### src/rtl/serial_adder_pkg.sv
// Shared definitions for the bit-serial adder: controller state encoding and default width.
package serial_adder_pkg;

  localparam int WIDTH_DEF = 8;

  typedef enum logic [1:0] {
    IDLE = 2'd0,
    ADD  = 2'd1,
    DONE = 2'd2
  } state_t;

endpackage

### src/rtl/serial_adder_ctrl_full_adder.sv
// Single-bit full adder; the only arithmetic element used by the serial adder.
module full_adder (
  input  logic a,
  input  logic b,
  input  logic ci,
  output logic s,
  output logic co
);

  assign s  = a ^ b ^ ci;
  assign co = (a & b) | (ci & (a ^ b));

endmodule

### src/rtl/serial_adder_ctrl.sv
// Bit-serial adder controller: one full adder, LSB-first shifting, WIDTH cycles per add.
module serial_adder_ctrl
  import serial_adder_pkg::*;
#(
  parameter int WIDTH = WIDTH_DEF
) (
  input  logic             clock,
  input  logic             reset,
  input  logic             start,
  input  logic [WIDTH-1:0] a_in,
  input  logic [WIDTH-1:0] b_in,
  input  logic             c_in,
  output logic             busy,
  output logic             done,
  output logic [WIDTH-1:0] sum_out,
  output logic             carry_out
);

  localparam int CW = $clog2(WIDTH) + 1;

  state_t           state, state_nxt;
  logic [WIDTH-1:0] a_sr, b_sr, sum_sr;
  logic             carry;
  logic [CW-1:0]    cnt;
  logic             fa_s, fa_co;

  full_adder u_fa (
    .a  (a_sr[0]),
    .b  (b_sr[0]),
    .ci (carry),
    .s  (fa_s),
    .co (fa_co)
  );

  always_comb begin
    state_nxt = state;
    case (state)
      IDLE:    if (start) state_nxt = ADD;
      ADD:     if (cnt == CW'(WIDTH - 1)) state_nxt = DONE;
      DONE:    state_nxt = IDLE;
      default: state_nxt = IDLE;
    endcase
  end

  assign busy = (state == ADD);

  // Sum bits enter at the MSB, so after WIDTH shifts bit 0 sits at the LSB.
  always_ff @(posedge clock or posedge reset) begin
    if (reset) begin
      state     <= IDLE;
      a_sr      <= '0;
      b_sr      <= '0;
      sum_sr    <= '0;
      carry     <= 1'b0;
      cnt       <= '0;
      done      <= 1'b0;
      sum_out   <= '0;
      carry_out <= 1'b0;
    end else begin
      state <= state_nxt;
      done  <= 1'b0;
      case (state)
        IDLE: if (start) begin
          a_sr   <= a_in;
          b_sr   <= b_in;
          carry  <= c_in;
          sum_sr <= '0;
          cnt    <= '0;
        end
        ADD: begin
          sum_sr <= {fa_s, sum_sr[WIDTH-1:1]};
          a_sr   <= a_sr >> 1;
          b_sr   <= b_sr >> 1;
          carry  <= fa_co;
          cnt    <= cnt + CW'(1);
        end
        DONE: begin
          sum_out   <= sum_sr;
          carry_out <= carry;
          done      <= 1'b1;
        end
        default: ;
      endcase
    end
  end

endmodule

### config.mk
export PLATFORM = sky130hd
export DESIGN_NAME = serial_adder_ctrl
export DESIGN_NICKNAME = d
export VERILOG_FILES = /design/src/rtl/serial_adder_pkg.sv /design/src/rtl/serial_adder_ctrl_full_adder.sv /design/src/rtl/serial_adder_ctrl.sv
export SDC_FILE = /design/constraint.sdc
export NUM_CORES = 1
export LEC_CHECK = 0
export CAP_MARGIN = 20
export CORE_ASPECT_RATIO = 1.25
export CORE_MARGIN = 5
export CORE_UTILIZATION = 52
export DETAILED_ROUTE_END_ITERATION = 12
export PLACE_DENSITY = 0.83
export SLEW_MARGIN = 20
export SYNTH_ARGS = -nofsm -noshare
export SYNTH_HDL_FRONTEND = slang
export SYNTH_SLANG_ARGS = --single-unit
### constraint.sdc
create_clock -name clock -period 1.9 [get_ports clock]
set_input_delay 0.57 -clock clock [delete_from_list [all_inputs] [get_ports clock]]
set_output_delay 0.57 -clock clock [all_outputs]
set_load 0.03 [all_outputs]
==> impl_summary.txt <==
----------------------------------------------------
[Timing]
  Total Neg Setup Slack ... 0 ns
  Fmax ... 0.541 GHz
  Setup repair after global routing missed its margin ... no
  Final number of max-transition violations ... 0
  Tightest slew margin relative to the limit ... 78.6%
  Hold slack final ... 0.494 ns
  Worst setup slack after layout ... 0.0501 ns
  Part of the cycle the worst path needs ... 97.4%
  Minimum period implied by the final worst setup slack ... 1.85 ns
  Final setup fails ... 0
  Worst Max-Slew Pin Slew ... 0.321 ns
  Number of hold violations in the final report ... 0
  Clk_skew ... 0.00550 ns

[Routing]
  Post-detailed-route wirelength per cell ... 14.9 um
  Remaining antenna violation count after routing ... 0
  Total Routed Length ... 3530 um
  Remaining design rule violation count ... 0
  Iteration-0 DRC Markers ... 23
  First drt pass iteration count ... 4
  Count of vias placed by the detailed router ... 1351
  Mean number of vias per cell ... 5.70

[Hold path]
  Worst Hold Path Cells ... 2
  Min-Delay Endpoint ... a_sr[4]
  Worst hold path startpoint ... a_sr[4]
  Type of the tightest min-delay check ... flip-flop to flip-flop

[Finish]
  Number of inserted filler cells in the final layout ... 258
  Area growth from synthesis to layout ... 29.0%
  Sequential cell area in the final layout ... 1030 sq um
  Number of antenna repair diodes ... 0
  Area used by multi-input combinational logic ... 706 sq um
  Nets@finish ... 219
  Share of post-route cells with drive strength above 1 ... 15.7%
  Util after Layout ... 68.2%

[Global routing]
  First-pass GRT wire length ... 6390 um
  GRT overflow ... 0
  Met2 Use GR ... 26.1%
  Met1 Track Usage GR ... 20.3%
  Largest net degree at the start of global routing ... 42
  GR Util met3 ... 5.75%
  Grt peak-use layer ... met2
  Total global routing track utilization ... 16.6%
  Number of global-route vias before repair ... 1391
  Number of antenna violations at the first check in global routing ... 0

[Setup path]
  Arrival time at the worst endpoint ... 1.28 ns
  Buffers and inverters on the worst path ... 1
  Worst-path fanout max ... 1
  WS Path Type ... flip-flop to output pin
  Minimum setup slack among reg-to-reg paths ... 0.52 ns
  Critical path capture point type ... output pin
  Reg2reg end ... sum_out[7]
  Number of logic stages on the critical path including buffering ... 1
  Critical path required time ... 1.33 ns
  Max stage delay on crit path ... 0.66 ns
  Kind of cell adding the most delay to the critical path ... buffers and inverters
  Register-to-Register Path Depth ... 4
  Slowest cell on the critical path ... clkdlybuf4s50_1
  Startpoint of the worst-slack reg-to-reg timing path ... state[1]
  Startpoint types ... flip-flop
  List of cells traversed by the critical path ... clkdlybuf4s50_1

[Place]
  Port bufs ... 30
  Final weighted congestion in routability-driven placement ... 0.774
  Minimum setup slack after placement ... 0.0688 ns
  DP HPWL ... 2530 um

[Clock network]
  Total CTS buffers ... 5
  Number of H-tree levels ... 2
  CTS Hold Buffers Added ... 0
  Postcts setup bufs ... 0
  Root buffer cell ... clkbuf_8
  Clk Latency, worst-skew pair ... 0.29 ns
  Number of sinks driven by the clock tree ... 41
  CTS tree ... done
  Post-CTS clock slew at the launch and capture registers of the worst setup and hold paths ... 0.08 ns
  Bufs on Longest Clock Path ... 2

[Power]
  Ratio of total power to cell area ... 1410 nW/um^2
  Worst VDD drop ... 0.00101 V
  Reported leakage power ... 0.00114 uW

[Die]
  Die ar. ... 4770 sq um
  Core outline area ... 3420 sq um
  Die W ... 62.8 um
  Starting density of the core ... 52.9%
  Top-level port count ... 31
  Vertical die dimension ... 76.0 um
  Rows ... 24

[Synthesis]
  Synth area leader ... dfrtp_1
  Count of distinct cell types in the synthesized netlist ... 28
  Leading cell types by total area after synthesis ... dfrtp_1, mux2_2, a22o_1, a21oi_1, nor2b_1
  Flop and latch count out of synthesis ... 41
  Synthesized area divided by synthesized cell count ... 11.2 sq um
  Yosys warnings ... 0
  Share of the synthesized area in the top cell type ... 56.7%
  Net count after synthesis ... 183
  Gate count of the mapped netlist ... 161
  Netlist area before placement ... 1810 sq um
  Sequential cell area fraction in the yosys report ... 56.7%

[Job]
  Max Cap Viol ... 0

[Status]
  Status ... completed

----------------------------------------------------
## synth_stat cells
cell type and n:
clkbuf_1 2, ha_1 1, nand3_1 1, a31oi_1 1, fa_1 1, nand2_1 12, buf_2 6, a41oi_1 1
nand2b_1 1, buf_4 3, nor3_1 1, mux2_2 9, inv_1 4, o22ai_1 2, mux2i_1 1, a21oi_1 15
a22oi_1 9, a22o_1 9, inv_2 1, nor2_1 3, o21ai_0 9, o21ai_1 8, a2bb2oi_1 1, and3b_1 5
nor2b_1 12, nand2b_2 1, dfrtp_1 41, o21bai_4 1
## worst max-delay path by stage
stage | startpoint | to
5_1_grt | done | done
3_3_place_gp | start | sum_sr[0]
3_5_place_dp | start | sum_sr[1]
6_report | done | done
4_1_cts | sum_out[5] | sum_out[5]
2_1_floorplan | state[1] | busy
## cell type report
type                       count  area share [%]
multi-input combinational    104            30.2
timing repair buffer          40            17.0
sequential                    41            43.9
inverter                       5           0.804
clock inverter                 3            2.95
tap                           39            2.09
clock buffer                   5            2.95
## state kept, by name, summed over array words and instances, names as in the netlist
signal / flops
carry_out: 1
state: 2
carry: 1
done: 1
b_sr: 8
sum_sr: 8
a_sr: 8
sum_out: 8
cnt: 4
## where the power goes
group          internal (uW)  switching, uW  leakage [uW]  total (uW)
clock                    529            311     0.0000687         839
combinational            510            566      0.000530        1080
sequential              1160            209      0.000542        1370
total                   2200           1090       0.00114        3280
## cell families after synthesis
kind of cell | Yosys count | share of synthesized area, %
muxes | 10 | 6.15
AOI/OAI and AO/OA | 56 | 20.0
and+or+nand+nor | 36 | 11.1
buffers and inverters | 16 | 4.35
DFF | 41 | 56.7
adders and majority gates | 2 | 1.80
## placed cells by master, fill, tap and decap left out, drive strengths merged, types with 2 or more instances in the layout
cell	instances
dlymetal6s2s	3
inv	6
clkbuf	5
a21oi	15
nand2b	2
nor2b	12
dlygate4sd2	6
dfrtp	41
o22ai	2
nand2	12
nor2	3
o21ai	17
buf	11
a22oi	9
mux2	9
clkdlybuf4s50	20
a22o	9
bufinv	2
and3b	5
## what timing repair did
action | 4_1_cts | 5_1_grt
setup endpoints to repair | 6 | 3
pin swaps | 0 | 0
resized for setup | 6 | 3
## through the flow
stage	cells	instance area (sq um)	power, uW
after global routing	237	2330	3500
final	237	2330	3280
after detailed placement	229	2200	2510
after global placement	229	2200	2440
after floorplan	161	1810	2100
after CTS	237	2330	3320
## metal layers
layer / vias to the layer above / share of wire, %
met5: - / 0
met4: 0 / 3.0
met3: 11 / 5.1
met2: 42 / 51
met1: 652 / 41
li1: 646 / -
Note: power is estimated with default switching activity, not from simulation.
